[config.mk]
export PLATFORM = sky130hd
export DESIGN_NAME = display_shadow_bridge_flat
export DESIGN_NICKNAME = d
export VERILOG_FILES = /design/src/rtl/display_shadow_bridge_if.sv /design/src/rtl/display_shadow_bridge.sv /design/src/flat_wrapper.sv
export SDC_FILE = /design/constraint.sdc
export NUM_CORES = 1
export LEC_CHECK = 0
export CAP_MARGIN = 0
export CORE_MARGIN = 2
export CORE_UTILIZATION = 38
export CTS_BUF_LIST = sky130_fd_sc_hd__clkbuf_4 sky130_fd_sc_hd__clkbuf_8
export DETAILED_ROUTE_END_ITERATION = 10
export PLACE_DENSITY = 0.7
export SLEW_MARGIN = 20
export SYNTH_ARGS = -nofsm -noshare
export SYNTH_HDL_FRONTEND = slang
export SYNTH_SLANG_ARGS = --single-unit
[constraint.sdc]
create_clock -name clk -period 5 [get_ports clk]
set_input_delay 1 -clock clk [delete_from_list [all_inputs] [get_ports clk]]
set_output_delay 1 -clock clk [all_outputs]
set_load 0.1 [all_outputs]
[src/rtl/display_shadow_bridge_if.sv]
// Processor data-bus view of the display shadow bridge: store strobe, address and
// data from the core, plus the window hit flag and readback byte returned to it.
interface display_shadow_bridge_if;
  logic        MemWrite;
  logic [31:0] DataAdr;
  logic [31:0] WriteData;
  logic        rd_hit;
  logic [7:0]  rd_data;

  modport master (
    output MemWrite, DataAdr, WriteData,
    input  rd_hit, rd_data
  );

  modport slave (
    input  MemWrite, DataAdr, WriteData,
    output rd_hit, rd_data
  );
endinterface

[src/rtl/display_shadow_bridge.sv]
// Double-buffered display register bank snooping processor stores; the back buffer is
// copied to the front buffer only at frame start so the byte shown to VGA never tears.
module display_shadow_bridge #(
  parameter logic [31:0] BASE_ADDR = 32'h0000_0040,
  parameter int          NUM_REGS  = 4,
  parameter logic [7:0]  INIT_VAL  = 8'h63
) (
  input  logic                    clk,
  input  logic                    rst,
  display_shadow_bridge_if.slave  bus,
  input  logic                    vsync,
  input  logic [1:0]              disp_sel,
  output logic [7:0]              disp_data,
  output logic [15:0]             frame_count,
  output logic                    busy
);

  localparam int IW = (NUM_REGS > 1) ? $clog2(NUM_REGS) : 1;
  localparam logic [IW-1:0] LAST_IDX = IW'(NUM_REGS - 1);

  localparam logic [1:0] IDLE  = 2'd0;
  localparam logic [1:0] ARMED = 2'd1;
  localparam logic [1:0] COPY  = 2'd2;

  logic [1:0]    state;
  logic [IW-1:0] idx;
  logic          dirty;
  logic          auto_en;
  logic          pend;
  logic [7:0]    back  [NUM_REGS];
  logic [7:0]    front [NUM_REGS];
  logic          vs_s1, vs_s2, vs_s3;

  logic [31:0]   off;
  logic [IW-1:0] wr_idx;
  logic          reg_hit, ctrl_hit;
  logic          reg_wr, ctrl_wr, commit_req;
  logic          frame_tick;
  logic          enter_copy;
  logic          unused_data;

  assign off        = bus.DataAdr - BASE_ADDR;
  assign wr_idx     = off[IW-1:0];
  assign reg_hit    = off < 32'(NUM_REGS);
  assign ctrl_hit   = off == 32'(NUM_REGS);
  assign reg_wr     = bus.MemWrite & reg_hit;
  assign ctrl_wr    = bus.MemWrite & ctrl_hit;
  assign commit_req = ctrl_wr & bus.WriteData[0];
  assign unused_data = ^bus.WriteData[31:8];

  assign bus.rd_hit = reg_hit | ctrl_hit;
  assign busy       = state != IDLE;
  assign frame_tick = vs_s3 & ~vs_s2;

  // A commit request in IDLE beats a simultaneous auto-copy; the copy then waits a frame.
  assign enter_copy = ((state == IDLE) & ~commit_req & auto_en & dirty & frame_tick) |
                      ((state == ARMED) & frame_tick);

  always_comb begin
    bus.rd_data = 8'h00;
    if (reg_hit)
      bus.rd_data = back[wr_idx];
    else if (ctrl_hit)
      bus.rd_data = {4'b0000, busy, state == ARMED, auto_en, dirty};
  end

  always_ff @(posedge clk or posedge rst) begin
    if (rst) begin
      vs_s1       <= 1'b1;
      vs_s2       <= 1'b1;
      vs_s3       <= 1'b1;
      frame_count <= 16'h0000;
    end else begin
      vs_s1 <= vsync;
      vs_s2 <= vs_s1;
      vs_s3 <= vs_s2;
      if (frame_tick)
        frame_count <= frame_count + 16'd1;
    end
  end

  always_ff @(posedge clk or posedge rst) begin
    if (rst) begin
      for (int i = 0; i < NUM_REGS; i++)
        back[i] <= INIT_VAL;
    end else if (reg_wr) begin
      back[wr_idx] <= bus.WriteData[7:0];
    end
  end

  // The front copy reads back[idx] before any same-edge store lands, so it takes the old byte.
  always_ff @(posedge clk or posedge rst) begin
    if (rst) begin
      for (int i = 0; i < NUM_REGS; i++)
        front[i] <= INIT_VAL;
    end else if (state == COPY) begin
      front[idx] <= back[idx];
    end
  end

  always_ff @(posedge clk or posedge rst) begin
    if (rst)
      disp_data <= INIT_VAL;
    else if (32'(disp_sel) < 32'(NUM_REGS))
      disp_data <= front[disp_sel];
    else
      disp_data <= 8'h00;
  end

  always_ff @(posedge clk or posedge rst) begin
    if (rst) begin
      state   <= IDLE;
      idx     <= '0;
      dirty   <= 1'b0;
      auto_en <= 1'b0;
      pend    <= 1'b0;
    end else begin
      if (ctrl_wr)
        auto_en <= bus.WriteData[1];

      if (reg_wr)
        dirty <= 1'b1;
      else if (enter_copy)
        dirty <= 1'b0;

      case (state)
        IDLE: begin
          if (commit_req) begin
            state <= ARMED;
          end else if (enter_copy) begin
            state <= COPY;
            idx   <= '0;
          end
        end
        ARMED: begin
          if (enter_copy) begin
            state <= COPY;
            idx   <= '0;
          end
        end
        COPY: begin
          if (idx == LAST_IDX) begin
            state <= (pend | commit_req) ? ARMED : IDLE;
            pend  <= 1'b0;
            idx   <= '0;
          end else begin
            idx <= idx + 1'b1;
            if (commit_req)
              pend <= 1'b1;
          end
        end
        default: begin
          state <= IDLE;
          idx   <= '0;
        end
      endcase
    end
  end

endmodule

[src/flat_wrapper.sv]
// flat-port wrapper written by rule: the top's interface ports become plain ports
module display_shadow_bridge_flat 
#(
  parameter logic [31:0] BASE_ADDR = 32'h0000_0040,
  parameter int          NUM_REGS  = 4,
  parameter logic [7:0]  INIT_VAL  = 8'h63
)
  (clk, rst, vsync, disp_sel, disp_data, frame_count, busy, bus_MemWrite, bus_DataAdr, bus_WriteData, bus_rd_hit, bus_rd_data);
  display_shadow_bridge_if bus_i ();
  input  logic clk;
  input  logic rst;
  input  logic vsync;
  input  logic [1:0] disp_sel;
  output logic [7:0] disp_data;
  output logic [15:0] frame_count;
  output logic busy;
  input wire logic [$bits(bus_i.MemWrite)-1:0] bus_MemWrite;
  input wire logic [$bits(bus_i.DataAdr)-1:0] bus_DataAdr;
  input wire logic [$bits(bus_i.WriteData)-1:0] bus_WriteData;
  output wire logic [$bits(bus_i.rd_hit)-1:0] bus_rd_hit;
  output wire logic [$bits(bus_i.rd_data)-1:0] bus_rd_data;
  assign bus_i.MemWrite = bus_MemWrite;
  assign bus_i.DataAdr = bus_DataAdr;
  assign bus_i.WriteData = bus_WriteData;
  assign bus_rd_hit = bus_i.rd_hit;
  assign bus_rd_data = bus_i.rd_data;
  display_shadow_bridge #(.BASE_ADDR(BASE_ADDR), .NUM_REGS(NUM_REGS), .INIT_VAL(INIT_VAL)) u_core (.clk(clk), .rst(rst), .bus(bus_i), .vsync(vsync), .disp_sel(disp_sel), .disp_data(disp_data), .frame_count(frame_count), .busy(busy));
endmodule
==> out/results.ini, run 1 <==
[timing]
finalMaxSlewViolations=0
finalSetupViolCount=0
setup_tns_ns=0
fmax_mhz=226
fin_skew_ns=0.00938
final.setup.worst_slack_ns=0.568
final.min_clock_period_ns=4.43
hold_viol_final=0
post-route-period-util=0.886
rsz0062_at_grt=false
tightest_slew_ns=0.986
slew_headroom=0.341

[placement]
hpwlAfterDp_mm=6.91
placed_cell_area_mm2=0.00577
pre_cts_slack_ns=0.542
port-buffer-count=79
gp_congestion=0.772

[critical_path]
worstSetupPathType=primary input to primary output
worst_path_most_repeated_cell=a2111o_1
slowest_delay_ns=0.45
worstRegToRegCells=4
path_delay_family=simple AND/OR/NAND/NOR gates
end_kind=primary output
ff2ff_setup_slack_ns=3.02
cp_num_buf_inv=2
worst_setup_path_start_kind=primary input
required_ns=4.00
timing.rr.start=u_core.idx[1]
r2r_end=u_core.front[20]
crit_chain=clkdlybuf4s50_1 -> nor3_2 -> nand3_1 -> a2111o_1 -> a2111o_1 -> or2_1 -> nor2b_1 -> buf_12
arrival_ns=3.43
critPathMaxFanout=4
crit_path_top_delay_cell=clkdlybuf4s50_1

[clock_network]
htree_levels=3
cts.sinks=98
cts_tree=done
cts_resized=0
clkTransAtPathRegs_ns=0.09
clock_latency_ns=0.38
postCtsHoldBufs=0
postCtsSetupBuffers=0
cts_root_buffer=clkbuf_8
numCtsBuffers=9
cts_buffer_depth=2

[finish]
fin_area_mm2=0.00599
multi_input_area_mm2=0.00213
drive_gt1_frac=0.279
ff_latch_area_mm2=0.00250
antenna_cells=0
areaGrowthSynthToFinish_pct=27.4
final_nets=496
fin_util=0.496
fillers=1075

[route]
viasPerCell=5.09
wl_per_cell_um=16.0
routed-via-count=3022
first_pass_iters=4
drt_iter0_drc=135
ant_nets=0
wl_mm=9.52
drc=0

[global_route]
antenna_found_initial=0
grt_pass1_wl_mm=15.9
grt_max_degree=45
grt_pass1_vias=3088
overflow=0
track_usage=0.158

[floorplanning]
start_util=0.390
pin_count=104
dieArea_mm2=0.0133
die_h_um=115
core-area_mm2=0.0121
rows=40
dieWidth_um=115

[synthesis]
syn-num-nets=415
netlist_instances=340
avgSynthCellArea_um2=13.8
netlist_top_cells_area=dfrtp_1, dfstp_2, mux4_2
synth_area_leader_cell=dfrtp_1
synth_top_area_share=0.314
yosys_warnings=0
ys_seq_area_frac=0.532
synth-seq-cells=98
yosysUniqueCellTypes=39
netlist_area_mm2=0.00470

[power_and_ir_drop]
p_per_area_mw_per_mm2=306
ir_worst_vdd_uv=180
p_leak_nw=2.54
finalPower_mw=1.83

[hold_path]
hold-path-endpoint=u_core.vs_s2
whs_path_depth=0
hp-class=flip-flop to flip-flop
min_from=u_core.vs_s1

[outcome]
status=finished, final reports clean

[run]
drv_cap=0

## worst max-delay path by stage
stage | startpoint | to | cells past startpoint
2_1_floorplan | bus_DataAdr[15] | bus_rd_data[0] | 6
3_3_place_gp | bus_DataAdr[13] | bus_rd_data[5] | 8
3_5_place_dp | bus_DataAdr[13] | bus_rd_data[7] | 8
4_1_cts | bus_DataAdr[23] | bus_rd_data[7] | 8
5_1_grt | bus_DataAdr[13] | bus_rd_data[6] | 8
6_report | bus_DataAdr[13] | bus_rd_data[7] | 8
## final cells by class
class	count	share of cell area
Timing Repair Buffer	82	0.151
Clock buffer	10	0.0219
Tap cell	168	0.0351
Inverter	7	0.00460
Clock inverter	6	0.0146
Sequential cell	98	0.418
Multi-Input combinational cell	223	0.355
## synthesized netlist by cell type
| cell type | instances |
|---|---|
| o22ai_1 | 1 |
| a2111o_1 | 2 |
| o31ai_1 | 2 |
| nor3_2 | 3 |
| or4b_1 | 1 |
| xnor2_1 | 11 |
| nor3_1 | 3 |
| dfrtp_1 | 59 |
| a21o_1 | 2 |
| buf_2 | 2 |
| nand4_1 | 5 |
| nand4b_1 | 1 |
| clkbuf_1 | 7 |
| nor2b_1 | 9 |
| and3_1 | 2 |
| dfstp_2 | 39 |
| mux4_2 | 24 |
| o21ai_0 | 3 |
| a221o_1 | 1 |
| nand2b_1 | 6 |
| nor2_1 | 15 |
| nor4b_1 | 3 |
| inv_1 | 7 |
| o21a_1 | 1 |
| buf_1 | 3 |
| or4_1 | 3 |
| or3_1 | 2 |
| a21oi_1 | 6 |
| or2_1 | 2 |
| xor2_1 | 6 |
| nor4_1 | 4 |
| nand3_1 | 11 |
| nor4_2 | 1 |
| a32oi_1 | 1 |
| o22a_1 | 1 |
| ha_1 | 5 |
| mux2_2 | 23 |
| mux2_1 | 42 |
| nand2_1 | 21 |
## cell usage in the layout (no fill, tap or decap), drive strengths merged, types with 3 or more instances in the layout
cell and n:
a21oi 6, nor4 5, mux4 24, xor2 6
nor2 15, dfstp 39, nand2b 6, or4 3
inv 8, o21ai 3, nor2b 9, nand4 5
clkbuf 10, dfrtp 59, nand2 21, nor3 6
buf 12, ha 5, xnor2 11, nand3 11
nor4b 3, clkinv 3, mux2 65, clkdlybuf4s50 70
## kinds of logic (layout without fill, tap and decap cells)
logic type               Yosys count  count (layout)  synth area share
flip-flops                        98              98             0.532
multiplexers                      89              89             0.271
adder cells (fa/ha/maj)            5               5            0.0133
AND/OR/NAND/NOR                   92              92             0.107
AO/OA/AOI/OAI                     20              20            0.0295
XOR/XNOR                          17              17            0.0317
buffers and inverters             19             105            0.0157
## power breakdown
group,internal [mW],switching (mW),leakage (nW)
Clock,0.289,0.279,0.114
Sequential,0.825,0.0727,1.21
Combinational,0.133,0.231,1.21
Total,1.25,0.583,2.54
## per-layer routing
layer  part of all wire  global-route usage  vias up
met4              0.018              0.0627        0
met1               0.45               0.214     1527
li1                   -                   -     1410
met2               0.48               0.252       73
met3              0.047              0.0343       12
met5                  0                   0        -
## flip-flops by register name, indices dropped and copies added (netlist names)
signal              flops
u_core.frame_count     16
u_core.pend             1
u_core.dirty            1
u_core.vs_s3            1
u_core.vs_s2            1
u_core.disp_data        8
u_core.auto_en          1
u_core.back            32
u_core.state            2
u_core.idx              2
u_core.vs_s1            1
u_core.front           32
## stage by stage
step | hold slack (ns) | std cells
after detailed placement | 0.353 | 578
final | 0.361 | 594
after CTS | 0.362 | 594
after global placement | 0.347 | 578
after global routing | 0.365 | 594
after floorplan | 0.345 | 340
Power figures use the tool's default switching activity.
==> inputs of run 2 (changes only) <==
- PLACE_DENSITY: 0.7 -> default
- SETUP_SLACK_MARGIN: default -> 0.1
==> run 2 against run 1 <==
Hold slack worse by 0.0016 ns. Worst setup slack got worse by 0.045 ns. Via count is 0.46% lower. Critical path depth stayed put. Design area down 0.23%. Largest power group unchanged. Highest routed layer unchanged.
==> out/results.ini, run 2 (synthesis results as in run 1) <==
[global_route]
overflow=0
antenna_found_initial=0
grt_pass1_vias=3026
grt_max_degree=41
track_usage=0.155
grt_pass1_wl_mm=15.8

[floorplanning]
die_h_um=115
core-area_mm2=0.0121
dieWidth_um=115
pin_count=104
rows=40
dieArea_mm2=0.0133
start_util=0.390

[route]
wl_mm=9.56
drt_iter0_drc=164
routed-via-count=3008
first_pass_iters=4
drc=0
ant_nets=0
wl_per_cell_um=16.1
met2_length_mm=4.78
routed.top_layer=met4
m1WireLength_mm=4.38
met3_wirelength_um=249
viasPerCell=5.06

[clock_network]
clkTransAtPathRegs_ns=0.09
htree_levels=3
cts_buffer_depth=2
cts_root_buffer=clkbuf_8
cts_tree=done
postCtsSetupBuffers=0
postCtsHoldBufs=0
numCtsBuffers=9
cts.sinks=98
clock_latency_ns=0.38
cts_resized=0

[finish]
drive_gt1_frac=0.281
areaGrowthSynthToFinish_pct=27.1
final_nets=497
layout_common_cells=clkdlybuf4s50_1, dfrtp_1, mux2_1
top_regs=u_core.back: 32 flops, u_core.front: 32 flops, u_core.frame_count: 16 flops
fin_util=0.495
instances_no_fill=595
final_common_cell=clkdlybuf4s50_1
fillers=1081
antenna_cells=0

[power_and_ir_drop]
p_sw_mw=0.580
ir_worst_vdd_uv=249
seqPwrFrac=0.507
p_int_mw=1.19
switching_share=0.327
p_per_area_mw_per_mm2=297
p_leak_nw=2.53
pwr-share-comb=0.205
p_clk_frac=0.288

[critical_path]
end_kind=primary output
worst_setup_path_start_kind=primary input
critPathMaxFanout=4
worstSetupPathType=primary input to primary output
required_ns=4.00
timing.rr.start=u_core.idx[1]
ff2ff_setup_slack_ns=3.02
crit_start=bus_DataAdr[23]
arrival_ns=3.48

[timing]
fmax_mhz=223
final.min_clock_period_ns=4.48
finalSetupViolCount=0
hold_slack_ns=0.359
post-route-period-util=0.895
finalMaxSlewViolations=0
rsz0062_at_grt=false
fin_skew_ns=0.00792
setup_tns_ns=0
tightest_slew_ns=0.989
slew_headroom=0.339
hold_viol_final=0
final.setup.worst_slack_ns=0.523

[placement]
gp_congestion=0.754
place_inst=579
hpwlAfterDp_mm=6.88
port-buffer-count=79
pre_cts_slack_ns=0.477

[hold_path]
hp-class=flip-flop to flip-flop
min_from=u_core.vs_s1

[run]
drv_cap=0

[outcome]
status=finished, final reports clean

## run 2: layout make-up
class / instances / area, µm² / share of cell area
timing repair buffer: 83 / 911 / 0.152
inverter: 7 / 27.5 / 0.00461
sequential: 98 / 2500 / 0.419
tap: 168 / 210 / 0.0352
clock inverter: 3 / 18.8 / 0.00314
clock buffer: 13 / 179 / 0.0300
multi-input combinational: 223 / 2130 / 0.356
## run 2: critical path, stage by stage
cell	delay [ns]
clkdlybuf4s50_1	0.40
nor4_1	0.32
nand3_1	0.19
a2111o_1	0.41
a2111o_1	0.39
or2_1	0.30
nor2b_1	0.24
buf_12	0.21
## run 2: power by group through the flow
stage	Sequential [mW]	Clock [mW]	Combinational, mW
floorplan	1.02	0	0.141
global placement	0.914	0	0.363
detailed placement	0.916	0	0.366
CTS	0.902	0.531	0.367
global route	0.907	0.566	0.388
finish	0.899	0.510	0.363
## run 2: path summary, 6_finish.rpt
| kind | end | cells after the start |
|---|---|---|
| max | bus_rd_data[5] | 8 |
| min reg2reg | u_core.vs_s2 | 0 |
| max reg2reg | u_core.front[28] | 4 |
| max in group asynchronous | u_core.back[25] | 3 |
| min in group asynchronous | u_core.frame_count[15] | 2 |
| min | u_core.vs_s2 | 0 |
## run 2: routing by layer
layer	GRT usage	up-vias
li1	-	1417
met1	0.209	1538
met2	0.254	44
met3	0.0248	9
met4	0.0610	0
met5	0	-
## run 2: stage by stage
stage	total power, mW	instance area (µm²)
after floorplan	1.16	4700
after global placement	1.28	5780
after detailed placement	1.28	5780
after CTS	1.80	5970
after global routing	1.86	5970
final	1.77	5970
==> inputs of run 3 (changes only) <==
--- a/config.mk
+++ b/config.mk
@@ -12,4 +12,5 @@
 export DETAILED_ROUTE_END_ITERATION = 10
+export PLACE_DENSITY = 0.65
 export SETUP_SLACK_MARGIN = 0.1
-export SLEW_MARGIN = 20
+export SLEW_MARGIN = 10
 export SYNTH_ARGS = -nofsm -noshare
==> constraint.sdc (replaced) <==
create_clock -name clk -period 3.7 [get_ports clk]
set_input_delay 0.37 -clock clk [delete_from_list [all_inputs] [get_ports clk]]
set_output_delay 0.37 -clock clk [all_outputs]
set_load 0.1 [all_outputs]
==> run 3 against run 2 <==
Register-to-register slack got worse by 1.3 ns. Clock-buffer cell count fell by 4. Critical path depth did not move. Largest power group unchanged. First-iteration DRC count fell by 32%. Clock skew rose by 0.0052 ns. Power rose by 36%. Design area rose by 0.54%. Global-route usage rose by 0.41 points.
==> out/results.ini, run 3 (synthesis results as in run 1) <==
[power_and_ir_drop]
p_per_area_mw_per_mm2=403
p_leak_nw=2.54
ir_worst_vdd_uv=331

[finish]
fin_util=0.498
ff_latch_area_mm2=0.00250
fin_area_mm2=0.00601
fillers=1056
areaGrowthSynthToFinish_pct=27.8
final_common_cell=clkdlybuf4s50_1
top_regs=u_core.back: 32 flops, u_core.front: 32 flops, u_core.frame_count: 16 flops
multi_input_area_mm2=0.00213
drive_gt1_frac=0.288
layout_common_cells=clkdlybuf4s50_1, dfrtp_1, mux2_1
antenna_cells=0
final_nets=501

[floorplanning]
dieWidth_um=115
die_h_um=115
start_util=0.390
rows=40
core-area_mm2=0.0121
dieArea_mm2=0.0133
pin_count=104

[timing]
post-route-period-util=0.895
finalSetupViolCount=0
slew_headroom=0.325
rsz0062_at_grt=false
tightest_slew_ns=1.01
finalMaxSlewViolations=0
fmax_mhz=302
setup_tns_ns=0
fin_skew_ns=0.0131
final.min_clock_period_ns=3.31
hold_viol_final=0

[clock_network]
clkTransAtPathRegs_ns=0.09
cts_resized=0
numCtsBuffers=9
cts_buffer_depth=2
postCtsSetupBuffers=0
cts_tree=done
cts_root_buffer=clkbuf_8
cts.sinks=98
clock_latency_ns=0.37
htree_levels=3
postCtsHoldBufs=0

[placement]
port-buffer-count=79
gp_congestion=0.762
hpwlAfterDp_mm=7.10
placed_cell_area_mm2=0.00581

[global_route]
overflow=0
grt_max_degree=60
track_usage=0.159
grt_pass1_vias=3177
grt_pass1_wl_mm=16.1
antenna_found_initial=0

[critical_path]
arrival_ns=2.94
critPathMaxFanout=5
end_kind=primary output
cp_num_buf_inv=2
worst_setup_path_start_kind=primary input
path_delay_family=simple AND/OR/NAND/NOR gates
worstSetupPathType=primary input to primary output
worst_path_most_repeated_cell=a2111o_1
required_ns=3.33
slowest_delay_ns=0.44
crit_path_top_delay_cell=clkdlybuf4s50_1
crit_chain=clkdlybuf4s50_1 -> nor4_2 -> nand4b_1 -> a2111o_1 -> a2111o_1 -> or2_1 -> nor2b_1 -> buf_12

[route]
routed-via-count=3040
wl_per_cell_um=16.1
viasPerCell=5.08
first_pass_iters=4
drc=0
drt_iter0_drc=112
wl_mm=9.66
ant_nets=0

[hold_path]
hp-class=flip-flop to flip-flop

[outcome]
status=finished, final reports clean

[run]
drv_cap=0

run 3: worst reg2reg max path, cell delays in order (launching register included):
cell and delay, ns:
dfrtp_1 0.75, inv_1 0.17, ha_1 0.22, nand2_1 0.33
mux2_2 0.39
run 3: cell type report:
type / count / share of cell area
Tap cell: 168 / 0.0350
Multi-Input combinational cell: 223 / 0.354
Timing Repair Buffer: 87 / 0.157
Clock inverter: 7 / 0.0127
Inverter: 7 / 0.00458
Clock buffer: 9 / 0.0206
Sequential cell: 98 / 0.416
run 3: power breakdown:
group | internal (mW) | switching, mW | leakage [nW]
sequential | 1.11 | 0.0997 | 1.21
combinational | 0.181 | 0.315 | 1.24
clock | 0.317 | 0.391 | 0.0962
total | 1.61 | 0.806 | 2.54
run 3: through the flow:
step / cells / total power, mW / setup slack, ns / hold slack (ns)
after floorplan: 340 / 1.57 / 0.111 / 0.345
after global placement: 583 / 1.73 / 0.323 / 0.349
after detailed placement: 583 / 1.74 / 0.259 / 0.349
after CTS: 599 / 2.45 / 0.387 / 0.363
after global routing: 599 / 2.54 / 0.274 / 0.368
final: 599 / 2.42 / 0.388 / 0.361
run 3: per-layer routing:
| layer | vias to the layer above | track usage | part of all wire |
|---|---|---|---|
| met1 | 1549 | 0.207 | 0.45 |
| met4 | 0 | 0.0651 | 0.018 |
| met2 | 58 | 0.264 | 0.50 |
| met3 | 12 | 0.0306 | 0.029 |
| met5 | - | 0 | 0 |
| li1 | 1421 | - | - |
run 3: final timing paths:
kind | startpoint | slack (ns) | to | cells past startpoint
worst max-delay path | bus_DataAdr[9] | 0.39 | bus_rd_data[6] | 8
worst min-delay path | u_core.vs_s1 | 0.36 | u_core.vs_s2 | 0
worst max register to register | u_core.idx[1] | 1.72 | u_core.front[31] | 4
worst min register to register | u_core.vs_s1 | 0.36 | u_core.vs_s2 | 0
max in group asynchronous | rst | 2.30 | u_core.back[30] | 3
min in group asynchronous | rst | 0.53 | u_core.frame_count[11] | 2
